### src/rtl/mci_mcu_rst_req_arb.sv
// Round-robin arbiter for MCU hitless-update reset requests; issues one reset request
// pulse to the boot sequencer, tracks MCU reset assert/release, returns done or timeout.
module mci_mcu_rst_req_arb #(
  parameter int NUM_REQ        = 3,
  parameter int TIMEOUT_CYCLES = 1024,
  parameter int TO_W           = $clog2(TIMEOUT_CYCLES + 1)
) (
  input  logic               clk,
  input  logic               mci_rst,
  input  logic [NUM_REQ-1:0] req_i,
  input  logic               seqr_ready_i,
  input  logic               mcu_rst_b_i,
  input  logic               timeout_clr_i,
  output logic               mcu_rst_req_o,
  output logic [NUM_REQ-1:0] grant_o,
  output logic [NUM_REQ-1:0] done_o,
  output logic [NUM_REQ-1:0] err_o,
  output logic               busy_o,
  output logic               timeout_sts_o
);
  localparam int PTR_W = $clog2(NUM_REQ);
  localparam logic [TO_W-1:0] TO_LAST = TO_W'(TIMEOUT_CYCLES - 1);
  localparam logic [TO_W-1:0] TO_SAT  = TO_W'(TIMEOUT_CYCLES);

  typedef enum logic [2:0] {
    IDLE     = 3'd0,
    ISSUE    = 3'd1,
    WAIT_RST = 3'd2,
    WAIT_REL = 3'd3,
    DONE     = 3'd4,
    ERR      = 3'd5
  } state_e;

  state_e             state_q;
  logic [PTR_W-1:0]   ptr_q;
  logic [PTR_W-1:0]   gidx_q;
  logic [TO_W-1:0]    cnt_q;
  logic               mcu_rst_req_q;
  logic               busy_q;
  logic               timeout_sts_q;
  logic [NUM_REQ-1:0] grant_q;
  logic [NUM_REQ-1:0] done_q;
  logic [NUM_REQ-1:0] err_q;

  logic               win_vld;
  logic [PTR_W-1:0]   win_idx;
  logic [PTR_W:0]     cand;
  logic [PTR_W-1:0]   ptr_d;
  logic               to_hit;

  // Search from the pointer, wrapping modulo NUM_REQ; first set request wins.
  always_comb begin
    win_vld = 1'b0;
    win_idx = '0;
    cand    = '0;
    for (int i = 0; i < NUM_REQ; i++) begin
      cand = {1'b0, ptr_q} + (PTR_W+1)'(i);
      if (cand >= (PTR_W+1)'(NUM_REQ)) begin
        cand = cand - (PTR_W+1)'(NUM_REQ);
      end
      if (!win_vld && req_i[cand[PTR_W-1:0]]) begin
        win_vld = 1'b1;
        win_idx = cand[PTR_W-1:0];
      end
    end
  end

  assign ptr_d  = (gidx_q == PTR_W'(NUM_REQ - 1)) ? '0 : gidx_q + PTR_W'(1);
  assign to_hit = (cnt_q == TO_LAST);

  always_ff @(posedge clk or posedge mci_rst) begin
    if (mci_rst) begin
      state_q       <= IDLE;
      ptr_q         <= '0;
      gidx_q        <= '0;
      cnt_q         <= '0;
      mcu_rst_req_q <= 1'b0;
      busy_q        <= 1'b0;
      timeout_sts_q <= 1'b0;
      grant_q       <= '0;
      done_q        <= '0;
      err_q         <= '0;
    end else begin
      mcu_rst_req_q <= 1'b0;
      done_q        <= '0;
      err_q         <= '0;
      if (timeout_clr_i) begin
        timeout_sts_q <= 1'b0;
      end
      case (state_q)
        IDLE: begin
          if (win_vld && seqr_ready_i) begin
            state_q       <= ISSUE;
            gidx_q        <= win_idx;
            grant_q       <= {{(NUM_REQ-1){1'b0}}, 1'b1} << win_idx;
            mcu_rst_req_q <= 1'b1;
            busy_q        <= 1'b1;
          end
        end
        ISSUE: begin
          cnt_q   <= '0;
          state_q <= WAIT_RST;
        end
        WAIT_RST, WAIT_REL: begin
          if (cnt_q != TO_SAT) begin
            cnt_q <= cnt_q + TO_W'(1);
          end
          // The exit condition is checked before the timeout so a late edge still completes.
          if ((state_q == WAIT_RST) && !mcu_rst_b_i) begin
            state_q <= WAIT_REL;
          end else if ((state_q == WAIT_REL) && mcu_rst_b_i) begin
            state_q <= DONE;
            done_q  <= grant_q;
          end else if (to_hit) begin
            state_q       <= ERR;
            err_q         <= grant_q;
            timeout_sts_q <= 1'b1;
          end
        end
        DONE, ERR: begin
          state_q <= IDLE;
          grant_q <= '0;
          busy_q  <= 1'b0;
          ptr_q   <= ptr_d;
        end
        default: begin
          state_q <= IDLE;
          grant_q <= '0;
          busy_q  <= 1'b0;
        end
      endcase
    end
  end

  assign mcu_rst_req_o = mcu_rst_req_q;
  assign grant_o       = grant_q;
  assign done_o        = done_q;
  assign err_o         = err_q;
  assign busy_o        = busy_q;
  assign timeout_sts_o = timeout_sts_q;

endmodule

### config.mk
export PLATFORM = sky130hd
export DESIGN_NAME = mci_mcu_rst_req_arb
export DESIGN_NICKNAME = d
export VERILOG_FILES = /design/src/rtl/mci_mcu_rst_req_arb.sv
export SDC_FILE = /design/constraint.sdc
export NUM_CORES = 1
export LEC_CHECK = 0
export ABC_AREA = 1
export BUFFER_PORTS_ARGS = -buffer_cell sky130_fd_sc_hd__buf_2
export CAP_MARGIN = 20
export CORE_ASPECT_RATIO = 1.1
export CORE_MARGIN = 4
export CORE_UTILIZATION = 40
export CTS_BUF_LIST = sky130_fd_sc_hd__clkbuf_8
export DETAILED_ROUTE_END_ITERATION = 8
export PLACE_DENSITY_LB_ADDON = 0.15
export SLEW_MARGIN = 15
export SYNTH_ARGS = -nofsm -noshare
export SYNTH_HDL_FRONTEND = slang
export SYNTH_SLANG_ARGS = --single-unit
### constraint.sdc
create_clock -name clk -period 2.02 [get_ports clk]
set_input_delay 0.202 -clock clk [delete_from_list [all_inputs] [get_ports clk]]
set_output_delay 0.202 -clock clk [all_outputs]
set_load 0.05 [all_outputs]
==> results list, run 1 <==
* Die Area: 5430 µm²
- Share of the synthesized area in the top cell type: 43.5%
* Routed via count divided by cell count: between 4 and 5
* Reg2reg start: ptr_q[0]$_DFFE_PP0P_
- RSZ-0062 raised after global routing: false
- In this run, CTS created clock tree buffers numbering 5.
* Clock tree from TritonCTS: built
- The later pin in the worst-skew pair is clocked with a latency of 0.27 ns.
- Port buffering added 19 buffers.
- In this run the post-CTS setup repair buffer count came out at 0.
- Capturing element of the worst setup path: gidx_q[0]$_DFFE_PP0P_
* CTS root buffer: clkbuf_8
- For the pin with the worst max-slew slack, the measured transition is 0.425 ns.
* Final clock skew: 0.00173 ns
- The design draws 0.00272 W.
- Via count of the first global-routing pass: around 1.3k
- Synthesis produced 222 cells.
- In the final layout, the multi-input gates occupy 847 µm².
- Crit path largest cell delay: between 0.3 and 0.4 ns
- Fill cells in the final layout number 418.
- Bufs on Longest Clock Path: 2
- Area taken by flip-flops and latches: 751 µm²
- The worst setup path is captured at a register.
- The run finished, with violations left.
- WL final: 3370 µm
- GRT overflow: 0
* Number of core rows: 24
- Total iterations of the first detailed-routing run: 4
* Most area-hungry cell type in the Yosys netlist: dfrtp_1
- Averaged over all synthesized cells, the footprint is 7.77 µm².
- Pin placement for this block handled 20 I/O pins.
- Counting cells, the worst reg-to-reg path comes to 9.
* Remaining design rule violation count: 0
- Critical path startpoint category: register
- The final count of hold timing violations came to 29.
- Clock network fraction of design power: between 10% and 20%
- Slack of the worst reg-to-reg path: 0.27 ns
* Final RePlAce weighted congestion: between 0.8 and 0.9
- Once the clock tree was built, the resizer swapped 0 gates to a different size.
- Number of DRC markers after the initial detailed-route iteration: 75
- Across every metal layer, demand over resource in global routing totals 13.5%.
- For this design, the CTS-stage hold fixing added 0 buffers.
- In this run, synthesis produced a sequential element count of 30.
* H-tree levels: 2
* Final setup violation count: 0
- Logic pwr share: 50.3%
- Net switching fraction of the power: 47.9%
- Summed negative setup slack over all endpoints: 0 ns
* # nets final: 262
- Violations in the final reports: negative hold slack
* First-pass GRT wire length: 5970 µm
* Layout cell share with drive strength beyond 1: 20.1%
* RR Endpoint: gidx_q[0]$_DFFE_PP0P_
- The number of antenna violations at the first check in global routing came to 0.
- After synthesis the cells add up to about 1700 µm².
* Relative max-transition margin: 71.6%
- Count of maximum capacitance violations: 0
* Area of the core: 4050 µm²
* Net switching component of the power: 0.00131 W
* Total of warnings raised by yosys: 0
* Number of distinct library cells after synthesis: 23
- Antenna Nets Post-Route: 0
- Counting every net in the synthesized netlist gives 236.
- In the finished design, the share of the clock period the worst path needs comes to roughly 87%.
* Leakage power summed over all cells: 0.993 nW
- Subtracting the final worst setup slack from the clock period gives between 1.5 and 2 ns.
- Die height: 76.9 µm
- Sequential share of power: 31.5%
- Area growth from synthesis to layout: 14.8%
- In this run the power density over the cells is 1380 nW/µm².
- The critical path is of the register to register type.
- Launching element of the worst setup path: ptr_q[0]$_DFFE_PP0P_
- WP data required: ~2.2 ns
- In the final routed layout, each cell accounts on average for ~11 µm.
- Starting density of the core: ~43%
* Maximum clock frequency: 570 MHz
* Highest-delay cell along the critical path: dfrtp_1
- Clock slew at reported path FFs: 0.06 ns
- For this block, the via count after detailed routing is 1415.
- IR analysis of the VDD net gives a maximum drop of 0.000644 V.
- In this run the worst path has a maximum fanout of 6.
- Maximum number of pins on one net before global-route repair: 31
- Clock sinks: 30
- Final-layout worst hold slack: -0.00793 ns
- Data arrives at the worst endpoint at 1.95 ns.
- The number of slew-limit violations in the final report came to 0.
- After synthesis, flip-flops and latches occupy a little over two fifths of the total area.
* Count of antenna diodes in the layout: 0
- Leading cell types in the layout, fill and taps excluded: nand2_1 (60), dfrtp_1 (30), inv_1 (28)
* Internal cell power: 0.00142 W
* Path class of the lowest-slack min-delay path: input pin to async pin
- Chip Width: 70.6 µm
- The HPWL after detailed placement is around 2600 µm.
- Biggest area contributors in the synthesized netlist: dfrtp_1 (44%), nand2_1 (13%), inv_1 (6.1%)
* Most frequent standard cell in the layout excluding fill and tap cells: nand2_1
* Ordered list of cells on the worst path: inv_1 > ha_1 > nor2_1 > a21oi_4 > nand3_2 > nand2_4 > nor2_2 > nand2_1 > o21ai_1
[per-stage QoR]
step                worst slack (ns)  std cells  area [µm²]  util, %  hold WS [ns]
global placement               0.312        293        1890     46.5         0.294
global route                  0.0756        301        1980     48.9        0.0143
detailed placement             0.269        293        1890     46.5         0.297
floorplan                      0.427        222        1730        -         0.293
finish                         0.266        301        1980     48.9      -0.00793
CTS                            0.255        301        1980     48.9       0.00153
[flip-flops by register name, summed over array words and instances, names as in the netlist]
name	count
mcu_rst_req_o	1
done_o	3
gidx_q	2
cnt_q	11
timeout_sts_o	1
busy_o	1
err_o	3
grant_o	3
state_q	3
ptr_q	2
[kinds of logic (layout without fill, tap and decap cells)]
logic type | count (synthesis) | count (layout) | synth area share (%)
adder cells (fa/ha/maj) | 6 | 6 | 4.35
AND/OR/NAND/NOR | 124 | 124 | 33.9
AO/OA/AOI/OAI | 23 | 23 | 7.76
buffers and inverters | 33 | 60 | 7.40
flip-flops | 30 | 30 | 43.5
XOR/XNOR | 6 | 6 | 3.05
[critical path: cells and delay by family, from the launching register on]
family / cells / cell delay (ns)
AOI/OAI and AO/OA: 2 / 0.16
adders and majority gates: 1 / 0.37
and+or+nand+nor: 5 / 0.70
DFF: 1 / 0.37
buffers and inverters: 1 / 0.08
[area by class of cell]
type	count	area share [%]
multi-input cells	159	42.8
flip-flops and latches	30	37.9
inverters	32	6.06
repair buffers	20	5.18
clock buffers	6	4.17
well taps	52	3.28
clock inverters	2	0.632
[routing by layer]
layer	vias to the layer above	part of all wire [%]	GRT usage, %
met5	-	0	0
met4	0	1.0	4.51
met3	2	3.9	3.53
met2	24	45	21.2
met1	624	50	18.2
li1	765	-	-
[how the worst min path moves through the flow]
stage                         endpoint  slack (ns)  depth (start not counted)
floorplan           busy_o$_DFFE_PP0P_        0.29                          1
global placement    err_o[0]$_DFF_PP0_        0.29                          3
detailed placement  err_o[0]$_DFF_PP0_        0.30                          3
CTS                 err_o[0]$_DFF_PP0_       0.002                          3
global route        err_o[0]$_DFF_PP0_        0.01                          3
finish              err_o[0]$_DFF_PP0_      -0.008                          3
[power groups by stage]
stage	clock [W]	combinational, W	sequential, W
final	0.000497	0.00137	0.000858
after global routing	0.000542	0.00155	0.000879
after CTS	0.000507	0.00138	0.000861
after detailed placement	0	0.00138	0.000869
after global placement	0	0.00138	0.000870
after floorplan	0	0.000974	0.00100
[synthesized netlist by cell type]
library cell and count:
nand2_1 60, dfrtp_1 30, inv_1 28, nor2_1 18, nand3_1 17, o21ai_0 13, nor3_1 9, ha_1 6
o21ai_1 6, nand2_2 5, inv_2 4, nand3_2 4, nand4_1 4, xor2_1 4, nand2_4 3, nor2_2 2
nor3_2 2, xnor2_1 2, a21oi_4 1, buf_4 1, o21ai_2 1, o22ai_1 1, o31ai_1 1
Note: power is estimated with default switching activity, not from simulation.
==> run 2, diff against run 1 <==
--- a/config.mk
+++ b/config.mk
@@ -9,10 +9,11 @@
 export BUFFER_PORTS_ARGS = -buffer_cell sky130_fd_sc_hd__buf_2
 export CAP_MARGIN = 20
 export CORE_ASPECT_RATIO = 1.1
-export CORE_MARGIN = 4
+export CORE_MARGIN = 2
 export CORE_UTILIZATION = 40
 export CTS_BUF_LIST = sky130_fd_sc_hd__clkbuf_8
 export DETAILED_ROUTE_END_ITERATION = 8
+export HOLD_SLACK_MARGIN = 0.1
 export PLACE_DENSITY_LB_ADDON = 0.15
 export SLEW_MARGIN = 15
 export SYNTH_ARGS = -nofsm -noshare
==> constraint.sdc (replaced) <==
create_clock -name clk -period 2 [get_ports clk]
set_input_delay 0.2 -clock clk [delete_from_list [all_inputs] [get_ports clk]]
set_output_delay 0.2 -clock clk [all_outputs]
set_load 0.05 [all_outputs]
==> results list, run 2 (synthesized netlist as in run 1, its figures left out) <==
* Internal cell power: 0.00154 W
- Largest voltage drop on the vdd net: 0.000630 V
- Clock latency on the worst-skew pair, taken at its later pin, is 0.29 ns.
- In the final routed layout, each cell accounts on average for 11.6 µm.
* Leakage power summed over all cells: 1.02 nW
* WL final: 3560 µm
- Of the cells placed in the final design, the portion with a size suffix greater than 1 is between 20% and 30%.
- Once layout is complete, the cells apart from fillers number 306.
* Sequential share of power: a little under a third
- Shortest clock period the worst path allows after layout: 1.75 ns
- Maximum clock frequency: between 500 and 600 MHz
* Area growth from synthesis to layout: 17.3%
- In this run the power spent charging and discharging nets is 0.00134 W.
- In this run the count of I/O pins placed on the die edge is 20.
* Bufs on Longest Clock Path: 2
* Summed negative setup slack over all endpoints: 0 ns
- Total iterations of the first detailed-routing run: 4
- The clock tree synthesis step divided the H-tree into 2 levels.
- The count of nets left with antenna violations once routing finished came out at 0.
* Worst Path Max Fanout: 6
- Clock tree from TritonCTS: built
- The setup path with the least slack is of type register to register.
- TritonCTS buffer count: 5
- At the end of routability-driven placement, the weighted congestion stood at 0.791.
* Run status: finished, final reports clean
- Setup violations remaining at the end of the flow were counted as 0.
- Detailed routing inserted a total of 1483 vias.
- RSZ-0062 raised after global routing: false
* Die height: 72.9 µm
* Count of antenna diodes in the layout: 0
* Most frequent standard cell in the layout excluding fill and tap cells: nand2_1
* Starting density of the core: 40.9%
- Clock tree synthesis found a total of 30 sinks.
* Critical path startpoint category: register
- Measured against its own limit, the worst slew margin works out to approximately three quarters.
- The number of slew-limit violations in the final report came to 0.
- Global routing used 17.2% of the available tracks.
- Power spread over the standard cell area amounts to between 1000 and 1500 nW/µm².
- The HPWL after detailed placement is 2690 µm.
- The number of antenna violations at the first check in global routing came to 0.
* Chip Width: 66.6 µm
- After clock tree synthesis, the clock-pin slew on the worst setup and hold paths is 0.07 ns.
- Count of maximum capacitance violations: 0
- In this run the standard cell core region covers 4220 µm².
* Leading cell types in the layout, fill and taps excluded: nand2_1 (60), dfrtp_1 (30), inv_1 (28)
- Port buffer count: 19
- The number of setup buffers added after CTS is 0.
* Data arrival time at the worst-slack endpoint: 1.97 ns
* WP data required: 2.22 ns
- The number of global-route vias before repair is about 1.4k.
- Most flop-heavy register: cnt_q
- Placed cell count: 296
* Clock network fraction of design power: a little over a fifth
- STA classifies the critical path endpoint as a register.
- The design draws 0.00288 W.
- Worst slew pin tran: just under 0.4 ns
* Slack of the worst reg-to-reg path: 0.25 ns
- Net switching is between 40% and 50% of the power.
- On the final layout, the worst hold slack is 0.216 ns.
- The register with the most flip-flops in the layout has 11 of them.
- GRT overflow: 0
- Logic pwr share: 48.9%
- Path class of the lowest-slack min-delay path: input pin to register
* CTS root buffer: clkbuf_8
- The floorplan has 25 rows.
- Die Area: slightly below 5000 µm²
- Share of the clock period used by the worst path after layout: slightly below 90%
* Final clock skew: 0.00465 ns
- The first global-routing pass estimated 6330 µm of wire.
* Maximum number of pins on one net before global-route repair: 31
* Remaining design rule violation count: 0
* Routed via count divided by cell count: approximately 4.8
- # nets final: 265
- Final count of hold timing violations: 0
- Number of DRC markers after the initial detailed-route iteration: 75
[run 2: cell types whose count changed in the layout (fill, tap and decap cells not counted)]
cell and change:
buf_4 +1, bufinv_16 +1, clkbuf_8 -1, clkinv_2 +1
clkinvlp_4 -1, dlygate4sd3_1 +2
[run 2: final timing paths]
| check | from | to | cells past startpoint |
|---|---|---|---|
| worst max-delay path | ptr_q[0]$_DFFE_PP0P_ | gidx_q[0]$_DFFE_PP0P_ | 9 |
| worst min-delay path | seqr_ready_i | mcu_rst_req_o$_DFF_PP0_ | 3 |
| worst max register to register | ptr_q[0]$_DFFE_PP0P_ | gidx_q[0]$_DFFE_PP0P_ | 9 |
| worst min register to register | grant_o[0]$_DFFE_PP0P_ | grant_o[0]$_DFFE_PP0P_ | 2 |
| max in group asynchronous | mci_rst | cnt_q[1]$_DFFE_PP0P_ | 4 |
| min in group asynchronous | mci_rst | timeout_sts_o$_DFF_PP0_ | 4 |
[run 2: stage by stage]
stage / setup slack [ns] / area, µm² / utilization (%)
after floorplan: 0.407 / 1730 / -
after global placement: 0.316 / 1900 / 44.9
after detailed placement: 0.242 / 1900 / 44.9
after CTS: 0.237 / 2020 / 47.9
after global routing: 0.0673 / 2020 / 47.9
final: 0.253 / 2020 / 47.9
[run 2: critical path, cell delays in order, from the launching register on]
cell and delay [ns]:
dfrtp_1 0.37, inv_1 0.08, ha_1 0.38, nor2_1 0.26
a21oi_4 0.07, nand3_2 0.09, nand2_4 0.06, nor2_2 0.19
nand2_1 0.10, o21ai_1 0.08
[run 2: layer usage]
metal	global-route usage [%]	wire length [µm]	vias up
met5	0	0	-
met4	7.48	82	0
met3	4.17	156	7
met2	24.6	1490	32
met1	24.6	1820	677
li1	-	-	767
[run 2: what timing repair did]
| item | in CTS | in global routing |
|---|---|---|
| endpoints found under the hold margin | 31 | 0 |
| hold buffers | 2 | 0 |
| resized for setup | 0 | 0 |
[run 2: power by group through the flow]
stage          combinational, W  clock (W)  sequential, W
2_1_floorplan          0.000984          0        0.00101
3_3_place_gp            0.00141          0       0.000876
3_5_place_dp            0.00142          0       0.000875
4_1_cts                 0.00143   0.000621       0.000867
5_1_grt                 0.00161   0.000646       0.000888
6_report                0.00141   0.000606       0.000867
[run 2: area by class of cell]
| class | instances | area [µm²] |
|---|---|---|
| Timing Repair Buffer | 23 | 130 |
| Clock inverter | 3 | 40.0 |
| Sequential cell | 30 | 751 |
| Tap cell | 54 | 67.6 |
| Inverter | 32 | 120 |
| Clock buffer | 5 | 68.8 |
| Multi-Input combinational cell | 159 | 847 |
| Fill cell | 435 | 2200 |
==> run 3, diff against run 2 <==
--- a/config.mk
+++ b/config.mk
@@ -6,10 +6,10 @@
 export NUM_CORES = 1
 export LEC_CHECK = 0
 export ABC_AREA = 1
-export BUFFER_PORTS_ARGS = -buffer_cell sky130_fd_sc_hd__buf_2
+export BUFFER_PORTS_ARGS = -buffer_cell sky130_fd_sc_hd__buf_4
 export CAP_MARGIN = 20
 export CORE_ASPECT_RATIO = 1.1
-export CORE_MARGIN = 2
+export CORE_MARGIN = 3
 export CORE_UTILIZATION = 40
 export CTS_BUF_LIST = sky130_fd_sc_hd__clkbuf_8
 export DETAILED_ROUTE_END_ITERATION = 8
==> results list, run 3 (synthesized netlist as in run 1, its figures left out) <==
* First-pass GRT wire length: just under 6000 µm
* Post-CTS setup buffer count: 0
* Final count of hold timing violations: 0
- Worst slew pin tran: 0.451 ns
* Count of maximum capacitance violations: 0
* WL final: 3430 µm
- The routed design could run at a clock period as short as 1.77 ns.
- The critical path is of the register to register type.
* WP data required: 2.16 ns
- Number of DRC markers after the initial detailed-route iteration: 62
- Final RePlAce weighted congestion: just over 0.8
* Data arrival time at the worst-slack endpoint: around 1.9 ns
* Logic pwr share: 51.1%
- Die Area: 5140 µm²
- For this configuration, the core starts out at a cell density of between 40% and 50%.
- Setup violations remaining at the end of the flow were counted as 0.
* Finished Layout Cells: 303
- The number of slew-limit violations in the final report was 0.
* Die height: 74.9 µm
- In this run the remaining antenna-violating nets after routing total 0.
- Clock sinks: 30
- # nets final: 264
- For the worst-skew pair, the clock arrives at the later sink with an insertion delay of 0.28 ns.
* Worst Path Max Fanout: 6
- Clock slew at reported path FFs: around 0.060 ns
* Layout cell share with drive strength beyond 1: 19.5%
* Final standard cell area without fillers: between 2000 and 2500 µm²
* Placed wire-length estimate after detailed placement: 2570 µm
* Most flop-heavy register: cnt_q
- Placed cell count: 293
* Resize count post-CTS: 0
* Critical path startpoint category: register
* Number of vias after detailed routing: 1422
* Net switching fraction of the power: 47.4%
- CTS root buffer: clkbuf_8
- Via count of the first global-routing pass: about 1.4k
- The run finished with clean final reports.
- Number of core rows: 24
- The pre-antenna-repair detailed-routing pass consisted of 4 iterations.
- Hold timing on the final database bottoms out at a slack of about 0.22 ns.
- For the final database, setup skew stands at 0.00590 ns.
- Number of antenna violations at the first check in global routing: 0
- After floorplanning, the core was sized to cover 4050 µm².
- TritonCTS buffer count: 5
- In this run the power density over the cells is ~1400 nW/µm².
- In the routed layout, each cell is associated on average with a via count of 4.69.
- The H-tree generated during clock tree synthesis spans 2 levels.
- Setup repair after global routing left no endpoint under its margin.
* Relative max-transition margin: between 60 and 70%
- Placement Cell Area: 1930 µm²
- The design draws 0.00278 W.
* Largest register FFs: 11
* Total routing usage reported by global routing: 15.5%
- Summed negative setup slack over all endpoints: 0 ns
- Input and output buffers added on the ports amount to 19.
- The worst setup path is captured at a register.
- Leakage power summed over all cells: 1.01 nW
- Area growth from synthesis to layout: 18.5%
- 20 I/O pins were placed.
* Share of the clock period used by the worst path after layout: 88.6%
- The library cell used most frequently in the layout, excluding fill and tap cells, is nand2_1.
- Detail-routed net length per standard cell: 11.3 µm
- Bufs on Longest Clock Path: 2
- Internal cell power: 0.00146 W
- Sequential share of power: 31.4%
- Clock network fraction of design power: between 15 and 20%
* GRT overflow: 0
- Maximum number of pins on one net before global-route repair: 31
- Leaving out fill and tap cells, the most frequent cells in the layout are nand2_1 (60), dfrtp_1 (30), inv_1 (29).
- The path class of the tightest hold or removal check is input pin to register.
- 0 antenna diodes ended up in the layout.
- Largest voltage drop on the vdd net: 0.000614 V
* Net switching component of the power: 0.00132 W
* Chip Width: 68.6 µm
- For this run, design rule violations remaining after detail routing come to 0.
* Maximum clock frequency: 565 MHz
- TritonCTS built the clock tree.
run 3: layout make-up:
class / count / area (µm²)
Clock buffer: 6 / 82.6
Clock inverter: 2 / 8.76
Fill cell: 430 / 2010
Inverter: 32 / 120
Multi-Input combinational cell: 159 / 847
Sequential cell: 30 / 751
Tap cell: 52 / 65.1
Timing Repair Buffer: 22 / 170
run 3: critical path, stage by stage (launching register included):
cell,delay (ns)
dfrtp_1,0.38
inv_1,0.08
ha_1,0.39
inv_2,0.09
nand2_2,0.07
nand2_2,0.06
a21oi_4,0.17
nand3_2,0.11
nand2_4,0.09
nor2_2,0.06
nand2_1,0.09
o21ai_1,0.07
run 3: metal layers:
layer / GRT usage (%) / routed length (µm) / up-vias
met1: 20.3 / 1700 / 621
met4: 5.96 / 59 / 0
li1: - / - / 764
met5: 0 / 0 / -
met2: 23.9 / 1490 / 30
met3: 4.78 / 181 / 7
run 3: metrics by stage:
step / util [%] / setup slack (ns)
3_3_place_gp: 47.7 / 0.302
4_1_cts: 50.4 / 0.216
6_report: 50.4 / 0.229
5_1_grt: 50.4 / 0.0190
2_1_floorplan: - / 0.407
3_5_place_dp: 47.7 / 0.227
run 3: power groups by stage:
stage | clock (W) | sequential, W | combinational [W]
floorplan | 0 | 0.00101 | 0.000984
detailed placement | 0 | 0.000881 | 0.00142
CTS | 0.000500 | 0.000874 | 0.00143
global route | 0.000535 | 0.000897 | 0.00160
finish | 0.000487 | 0.000872 | 0.00142
global placement | 0 | 0.000881 | 0.00142
run 3: worst paths after layout:
kind	startpoint	to	slack (ns)	cells past startpoint
min reg2reg	grant_o[2]$_DFFE_PP0P_	grant_o[2]$_DFFE_PP0P_	0.50	2
max in group asynchronous	mci_rst	grant_o[1]$_DFFE_PP0P_	1.17	4
max	ptr_q[0]$_DFFE_PP0P_	gidx_q[0]$_DFFE_PP0P_	0.23	11
max reg2reg	ptr_q[0]$_DFFE_PP0P_	gidx_q[0]$_DFFE_PP0P_	0.23	11
min	mcu_rst_b_i	done_o[2]$_DFF_PP0_	0.22	3
min in group asynchronous	mci_rst	err_o[0]$_DFF_PP0_	0.55	4
run 3: timing repair:
item                                   CTS  global route
endpoints found under the hold margin   31             0
hold buffers                             2             0
setup endpoints to repair                0             0
